File: src/rtl/ram_arbiter.sv
// Two-master to one-slave arbiter in front of the data RAM (m0 = ifetch, m1 = load/store).
// Latency: accept in N, RAM request handshake N+1 at the earliest, response N+2; one transaction outstanding.
// Backpressure: RAM req-ready low holds REQ with stable fields; owner rsp-ready low holds RSP; no accepts meanwhile.
//
// Ports:
//   clk, rst           clock, asynchronous active-high reset
//   m0_* / m1_*        master request (valid/ready, addr, data, sel, we) and response (valid/ready, data)
//   s_*                registered request to the RAM and its response path
//   grant_o            one-hot owner of the current transaction, 00 when idle
//   busy_o             high whenever a transaction is in flight
module ram_arbiter #(
   parameter bit RR_EN = 1'b1  // 1: round-robin on ties, 0: master 0 always wins
) (
   input  logic        clk,
   input  logic        rst,
   input  logic        m0_req_valid_i,
   output logic        m0_req_ready_o,
   input  logic [31:0] m0_addr_i,
   input  logic [31:0] m0_data_i,
   input  logic [3:0]  m0_sel_i,
   input  logic        m0_we_i,
   output logic        m0_rsp_valid_o,
   input  logic        m0_rsp_ready_i,
   output logic [31:0] m0_data_o,
   input  logic        m1_req_valid_i,
   output logic        m1_req_ready_o,
   input  logic [31:0] m1_addr_i,
   input  logic [31:0] m1_data_i,
   input  logic [3:0]  m1_sel_i,
   input  logic        m1_we_i,
   output logic        m1_rsp_valid_o,
   input  logic        m1_rsp_ready_i,
   output logic [31:0] m1_data_o,
   output logic        s_req_valid_o,
   input  logic        s_req_ready_i,
   output logic [31:0] s_addr_o,
   output logic [31:0] s_data_o,
   output logic [3:0]  s_sel_o,
   output logic        s_we_o,
   input  logic        s_rsp_valid_i,
   output logic        s_rsp_ready_o,
   input  logic [31:0] s_data_i,
   output logic [1:0]  grant_o,
   output logic        busy_o
);

   typedef enum logic [1:0] {IDLE, REQ, RSP} state_t;

   state_t     state, state_nxt;
   logic       last_grant;   // 1 when m1 owned the most recently completed transaction
   logic [1:0] grant;
   logic       win0, win1;
   logic       accept, rsp_done, owner_rdy;

   // On a tie, round-robin hands the bus to whoever did not finish last.
   assign win0 = m0_req_valid_i && (!m1_req_valid_i || !RR_EN || last_grant);
   assign win1 = m1_req_valid_i && !win0;

   always_ff @(posedge clk or posedge rst) begin
      if (rst) state <= IDLE;
      else     state <= state_nxt;
   end

   always_comb begin
      state_nxt      = state;
      m0_req_ready_o = 1'b0;
      m1_req_ready_o = 1'b0;
      m0_rsp_valid_o = 1'b0;
      m1_rsp_valid_o = 1'b0;
      s_req_valid_o  = 1'b0;
      s_rsp_ready_o  = 1'b0;
      accept         = 1'b0;
      rsp_done       = 1'b0;
      owner_rdy      = grant[1] ? m1_rsp_ready_i : m0_rsp_ready_i;
      case (state)
         IDLE: begin
            m0_req_ready_o = win0;
            m1_req_ready_o = win1;
            accept         = win0 || win1;
            if (accept) state_nxt = REQ;
         end
         REQ: begin
            s_req_valid_o = 1'b1;
            if (s_req_ready_i) state_nxt = RSP;
         end
         RSP: begin
            s_rsp_ready_o  = owner_rdy;
            m0_rsp_valid_o = grant[0] && s_rsp_valid_i;
            m1_rsp_valid_o = grant[1] && s_rsp_valid_i;
            rsp_done       = s_rsp_valid_i && owner_rdy;
            if (rsp_done) state_nxt = IDLE;
         end
         default: state_nxt = IDLE;
      endcase
   end

   always_ff @(posedge clk or posedge rst) begin
      if (rst) begin
         s_addr_o   <= 32'h0;
         s_data_o   <= 32'h0;
         s_sel_o    <= 4'h0;
         s_we_o     <= 1'b0;
         grant      <= 2'b00;
         last_grant <= 1'b1;
      end else if (accept) begin
         s_addr_o <= win0 ? m0_addr_i : m1_addr_i;
         s_data_o <= win0 ? m0_data_i : m1_data_i;
         s_sel_o  <= win0 ? m0_sel_i  : m1_sel_i;
         s_we_o   <= win0 ? m0_we_i   : m1_we_i;
         grant    <= {win1, win0};
      end else if (rsp_done) begin
         last_grant <= grant[1];
         grant      <= 2'b00;
      end
   end

   // Read data is broadcast; only the owner's rsp_valid qualifies it.
   assign m0_data_o = s_data_i;
   assign m1_data_o = s_data_i;
   assign grant_o   = grant;
   assign busy_o    = (state != IDLE);

endmodule

File: config.mk
export PLATFORM = sky130hd
export DESIGN_NAME = ram_arbiter
export DESIGN_NICKNAME = d
export VERILOG_FILES = /design/src/rtl/ram_arbiter.sv
export SDC_FILE = /design/constraint.sdc
export NUM_CORES = 1
export LEC_CHECK = 0
export CAP_MARGIN = 20
export CORE_AREA = 2 2 123 125
export CTS_BUF_LIST = sky130_fd_sc_hd__clkbuf_2
export CTS_CLUSTER_SIZE = 8
export DETAILED_ROUTE_END_ITERATION = 7
export DIE_AREA = 0 0 125 127
export GPL_TIMING_DRIVEN = 1
export PLACE_DENSITY = 0.7
export SLEW_MARGIN = 20
export SYNTH_ARGS = -nofsm -noshare
export SYNTH_HDL_FRONTEND = slang
export SYNTH_SLANG_ARGS = --single-unit
File: constraint.sdc
create_clock -name clk -period 4.3 [get_ports clk]
set_clock_uncertainty 0.1 [all_clocks]
set_input_delay 0.43 -clock clk [delete_from_list [all_inputs] [get_ports clk]]
set_output_delay 0.43 -clock clk [all_outputs]
set_load 0.01 [all_outputs]
==> metrics.txt, run 1 <==
RSZ-0062 raised after global routing=no; endpoints failing setup=0; port bufs=223; Max Root-Sink Buffers=2; crit path time final=3.13 ns; Hold Vio Cnt, Final=0; Relative slew margins=31.8%; core outline area=14400 um^2; Mapped Area=4260 um^2; Worst Setup End Kind=output port; Final nets=797; slowest CP cell=buf_4; syn avg cell area=8.60 um^2; Initial DRC Count=307; Finished Core Util=42.8%; Leak=2.28 nW; synthesized flop and latch total=74; gpl congestion=0.811; final wirelength=14900 um; Synth area leaders=dfrtp_1 (43%), buf_4 (11%), a31oi_1 (10%); Cell variety after synth=28; Row Count=44; worst vdd rail ir drop=0.215 mV; Top FF cell, synth=dfrtp_1; worst min path class=in -> async; post-synth top area share=42.9%; top cells by count, synth=dfrtp_1 (73), o21ai_0 (70), a31oi_1 (69), nand3_1 (69), buf_4 (64); Via density=5.38; Critical Path Source Type=flip-flop; Final ANT Viol Nets=0; Post-synth EDFFs=0; TritonCTS Buffers=9; pwr/cell area=610 nW/um^2; most frequent cell after synthesis=dfrtp_1; I/O Pins=320; sequential share of the synthesized area=43.5%; cts hold-fix bufs=0; Post-CTS Resized=0; clk slew on worst S/H paths=0.20 ns; # DRC=0; crit-path cells=nor2_4, buf_4, and3_1, clkdlybuf4s50_1; fin crit share=72.9%; gr ovfl total=0; WP data required=3.77 ns; HPWL Detailed=10300 um; first-pass GRT wire length=23300 um; CP peak stage delay=0.64 ns; WP buf/inv=2; vias in the first global route=4275; worst skew pair latency=0.48 ns; share of layout cells above drive strength 1=6.74%; TritonCTS clock tree=yes; initial core utilization=29.5%; via count=4342; CTS Sinks=74; antenna violations before repair=0; Mapped Cells=495; critical-path maximum fanout=70; CP arrival=2.60 ns; post-route setup TNS=0 ns; Crit path max-delay family=buffers and inverters; max frequency=319 MHz; number of diodes=0; DIE AREA=15900 um^2; largest net degree at the start of global routing=71; Setup Fix Bufs, Post-CTS=0; Crit Path Class=reg -> out; chip width=125 um; H-Tree Level Count=3; outcome=finished clean; Root Buffer=clkbuf_2; DR WL/cell=18.5 um; Die Y-Extent=127 um; Final WS setup=1.17 ns; Final Max Tran Viols=0; drt first pass iters=5; Synth warnings=0; Least-Margin Pin Slew=1.02 ns; Post-synth ARST share=100%; Place WS=1.44 ns; area of placed instances=6050 um^2; GRT Overall Usage=18.3%; Syn Nets=673; post-synth top area cell=dfrtp_1; P&R area growth vs syn=45.2%; fin area=6180 um^2; # Max-Cap Violations=0
logic make-up (layout without fill, tap and decap cells):
group	Yosys count	after routing	share of synthesized area (%)
compound gates	213	213	28.2
buf+inv	120	248	17.4
flops	74	74	43.5
mux	2	2	0.529
simple gates	86	86	10.4
state kept, by name, summed over array words and instances (netlist names):
register	count
s_addr_o	32
s_data_o	32
s_sel_o	4
grant_o	2
state	2
last_grant	1
s_we_o	1
worst reg2reg max path, stage by stage, from the launching register on:
cell and delay [ns]:
dfrtp_1 0.46, nor2_4 0.12, inv_1 0.15, nor2_4 0.77, buf_4 0.47, a31oi_1 0.17
cell usage in the layout, fill, tap and decap left out, drive strengths merged, types with 2 or more instances in the layout:
| cell type | synthesis | final |
|---|---|---|
| nor2 | 4 | 4 |
| dfrtp | 73 | 73 |
| clkdlybuf4s50 | 0 | 222 |
| buf | 86 | 7 |
| nand3 | 69 | 69 |
| and3 | 4 | 4 |
| inv | 4 | 3 |
| o21ai | 71 | 71 |
| a31oi | 69 | 69 |
| mux2 | 2 | 2 |
| clkinvlp | 0 | 2 |
| nor2b | 2 | 2 |
| clkinv | 0 | 2 |
| clkbuf | 30 | 10 |
| nand2 | 3 | 3 |
| a21oi | 69 | 69 |
| bufinv | 0 | 2 |
area by class of cell:
type                    instances  area (um^2)
clock inverters                 5         80.1
fillers                      1472         8240
well taps                     184          230
clock buffers                  10         50.0
flip-flops and latches         74         1850
inverters                       4         16.3
multi-input cells             301         1680
repair buffers                229         2270
routing by layer:
| metal | global-route usage (%) | vias up | part of all wire [%] |
|---|---|---|---|
| li1 | - | 1989 | - |
| met1 | 23.6 | 2070 | 42 |
| met2 | 29.3 | 259 | 47 |
| met3 | 5.61 | 24 | 9.5 |
| met4 | 6.34 | 0 | 1.8 |
| met5 | 0 | - | 0 |
metrics by stage:
step	power, mW	hold slack [ns]	std cells
after floorplan	2.30	0.470	495
after global placement	3.32	0.435	792
after detailed placement	3.37	0.437	792
final	3.77	0.182	807
after CTS	3.82	0.140	807
after global routing	4.04	0.164	807
power by group:
part,internal [mW],switching (mW),total [mW]
clock,0.190,0.252,0.442
combinational,1.03,1.02,2.05
sequential,1.05,0.229,1.28
total,2.27,1.50,3.77
final timing paths:
check,start,endpoint,slack (ns),depth (start not counted)
max in group asynchronous,rst,last_grant,2.98,3
hold / removal,rst,s_data_o[24],0.18,2
min in group clk,m1_addr_i[21],s_addr_o[21],0.38,3
setup / recovery,state[0],m1_req_ready_o,1.17,4
hold reg to reg,s_addr_o[28],s_addr_o[28],0.48,2
setup reg to reg,state[0],s_data_o[26],1.94,5
Power figures use the tool's default switching activity.
==> run 2, diff against run 1 <==
--- a/config.mk
+++ b/config.mk
@@ -6,13 +6,13 @@
 export NUM_CORES = 1
 export LEC_CHECK = 0
 export CAP_MARGIN = 20
-export CORE_AREA = 2 2 123 125
+export CORE_AREA = 2 2 124 126
 export CTS_BUF_LIST = sky130_fd_sc_hd__clkbuf_2
 export CTS_CLUSTER_SIZE = 8
 export DETAILED_ROUTE_END_ITERATION = 7
-export DIE_AREA = 0 0 125 127
+export DIE_AREA = 0 0 126 128
 export GPL_TIMING_DRIVEN = 1
-export PLACE_DENSITY = 0.7
+export PLACE_DENSITY = 0.69
 export SLEW_MARGIN = 20
 export SYNTH_ARGS = -nofsm -noshare
 export SYNTH_HDL_FRONTEND = slang
==> constraint.sdc (replaced) <==
create_clock -name clk -period 2.93 [get_ports clk]
set_clock_uncertainty 0.1 [all_clocks]
set_input_delay 0.293 -clock clk [delete_from_list [all_inputs] [get_ports clk]]
set_output_delay 0.293 -clock clk [all_outputs]
set_load 0.01 [all_outputs]
==> run 2 against run 1 <==
Design area is 1.6% higher. Setup slack worse by 0.91 ns. Critical path type unchanged. Largest cell class unchanged. Final cell count is 1.4% higher.
==> metrics.txt, run 2 (same netlist as run 1, synthesis figures left out) <==
post-route setup TNS=0 ns (unchanged); top flop regs=s_addr_o x32, s_data_o x32, s_sel_o x4 (unchanged); # DRC=0 (unchanged); port bufs=223 (unchanged); Max Root-Sink Buffers=2 (unchanged); max frequency=374 MHz; core outline area=14900 um^2 (was 14400 um^2); area of placed instances=6130 um^2 (was 6050 um^2); first-pass GRT wire length=22900 um (was 23300 um); DIE AREA=16100 um^2 (was 15900 um^2); Critical R2R Capture=s_addr_o[1] (was s_data_o[26]); gpl congestion=0.840 (was 0.811); P&R area growth vs syn=47.5% (was 45.2%); cts hold-fix bufs=1 (was 0); Root Buffer=clkbuf_2 (unchanged); Via density=5.38 (about the same); commonest non-fill, non-tap cell in the layout=clkdlybuf4s50_1 (unchanged); worst reg-to-reg path cell count=4 (was 5); Die Y-Extent=128 um (was 127 um); pwr/cell area=890 nW/um^2 (was 610 nW/um^2); fin crit share=91.3%; DR WL/cell=18.0 um (was 18.5 um); antenna violations before repair=1 (was 0); Inst Count DP=801 (was 792); Switch Pwr=2.21 mW (was 1.50 mW); vias in the first global route=4420 (was 4275); most frequent cells in the layout=clkdlybuf4s50_1 (222), dfrtp_1 (73), o21ai_0 (70), nand3_1 (69), a31oi_1 (69) (unchanged); reg2reg start=last_grant (was state[0]); clk slew on worst S/H paths=0.23 ns (was 0.20 ns); via count=4401 (was 4342); initial core utilization=28.6% (was 29.5%); Stages on worst setup path=4 (unchanged); Row Count=45 (was 44); Clk pwr share=12.2% (was 11.7%); TritonCTS clock tree=yes (unchanged); Crit path max-delay family=buffers and inverters (unchanged); Setup Fix Bufs, Post-CTS=0 (unchanged); Crit Path Class=reg -> out (unchanged); crit-path cells=nor2_4, buf_4, and3_1, clkdlybuf4s50_1 (unchanged); RSZ-0062 raised after global routing=no (unchanged); WP data required=2.54 ns (was 3.77 ns); Pwr Total=5.59 mW (was 3.77 mW); Worst Setup End Kind=output port (unchanged); Critical Path Source Type=flip-flop (unchanged); HPWL Detailed=10500 um (was 10300 um); Post-CTS Resized=0 (unchanged); TritonCTS Buffers=9 (unchanged); CP arrival=2.28 ns (was 2.60 ns); Final Max Tran Viols=0 (unchanged); WP buf/inv=2 (unchanged); endpoints failing setup=0 (unchanged); flop-to-flop setup slack=1.01 ns (was 1.94 ns); Relative slew margins=47.2% (was 31.8%); Crit. Startpoint=state[0] (unchanged); outcome=finished clean (unchanged); critical-path maximum fanout=29 (was 70); I/O Pins=320 (unchanged); fin area=6280 um^2 (was 6180 um^2); number of diodes=0 (unchanged); CP peak stage delay=0.54 ns (was 0.64 ns); sw frac=39.6% (was 39.7%); Least-Margin Pin Slew=0.791 ns (was 1.02 ns); H-Tree Level Count=3 (unchanged); final wirelength=14700 um (was 14900 um); gr ovfl total=0 (unchanged); largest net degree at the start of global routing=70 (was 71); CTS Sinks=74 (unchanged); crit path time final=2.67 ns; Final nets=803 (was 797); Final ANT Viol Nets=0 (unchanged); drt first pass iters=5 (unchanged); Layout Cells excl Fill=818 (was 807); Seq pwr share=33.5% (was 33.9%); GRT Overall Usage=17.7% (was 18.3%); Pint=3.38 mW (was 2.27 mW); Hold Vio Cnt, Final=0 (unchanged); # Max-Cap Violations=0 (unchanged); share of layout cells above drive strength 1=7.46% (was 6.74%); worst skew pair latency=0.54 ns (was 0.48 ns); worst min path class=in -> reg (was in -> async); worst setup path endpoint=m1_req_ready_o (unchanged); worst vdd rail ir drop=0.394 mV (was 0.215 mV); Initial DRC Count=326 (was 307); Combinational Power Share=54.3% (was 54.4%); chip width=126 um (was 125 um); Leak=2.33 nW (was 2.28 nW); slowest CP cell=clkdlybuf4s50_1 (was buf_4)
-- run 2: changes by cell type in the layout (fill, tap and decap cells not counted), sizes merged --
cell / previous run / this run
dlygate4sd3: 0 / 1
buf: 7 / 12
inv: 3 / 5
clkinvlp: 2 / 1
-- run 2: layout make-up --
class	instances	area, um^2
fillers	1509	8590
repair buffers	235	2360
flip-flops and latches	74	1850
multi-input cells	301	1680
well taps	188	235
clock inverters	6	88.8
clock buffers	10	50.0
inverters	4	16.3
-- run 2: how the worst min path moves through the flow --
stage	slack [ns]	from	end	cells past startpoint
detailed placement	0.44	s_addr_o[19]	s_addr_o[19]	2
floorplan	0.33	s_req_ready_i	state[1]	1
global placement	0.43	s_addr_o[15]	s_addr_o[15]	2
global route	0.07	m0_req_valid_i	s_addr_o[24]	3
finish	0.12	m0_req_valid_i	s_sel_o[0]	3
CTS	0.02	m0_req_valid_i	s_sel_o[0]	3
-- run 2: per-stage QoR --
step | util (%) | setup WS, ns | hold WS [ns]
final | 42.2 | 0.255 | 0.118
after global routing | 42.2 | 0.0884 | 0.0736
after CTS | 42.2 | 0.176 | 0.0235
after detailed placement | 41.2 | 0.716 | 0.438
after global placement | 41.2 | 0.786 | 0.432
after floorplan | - | 0.657 | 0.333
-- run 2: worst register-to-register path, delay by kind of cell, from the launching register on --
kind / cells / cell delay (ns)
AO/OA/AOI/OAI: 1 / 0.21
buffers and inverters: 1 / 0.59
AND/OR/NAND/NOR: 2 / 0.36
flip-flops: 1 / 0.59
-- run 2: layer usage --
metal	routed length (um)	share of wire (%)	global-route usage, %
met3	1200	8.2	4.80
met5	14	0.095	0
met1	5900	40	21.3
met4	375	2.5	7.43
met2	7250	49	30.0
-- run 2: power by group through the flow --
stage,clock (mW),combinational [mW],sequential [mW]
after floorplan,0,1.30,2.07
final,0.679,3.04,1.87
after detailed placement,0,3.04,1.90
after CTS,0.713,3.05,1.88
after global routing,0.749,3.28,1.94
after global placement,0,2.98,1.88
==> run 3, diff against run 2 <==
--- a/config.mk
+++ b/config.mk
@@ -5,7 +5,6 @@
 export SDC_FILE = /design/constraint.sdc
 export NUM_CORES = 1
 export LEC_CHECK = 0
-export CAP_MARGIN = 20
 export CORE_AREA = 2 2 124 126
 export CTS_BUF_LIST = sky130_fd_sc_hd__clkbuf_2
 export CTS_CLUSTER_SIZE = 8
==> results of run 3 <==
Same layout as run 2: the final DEF is identical, and so are final timing and power.
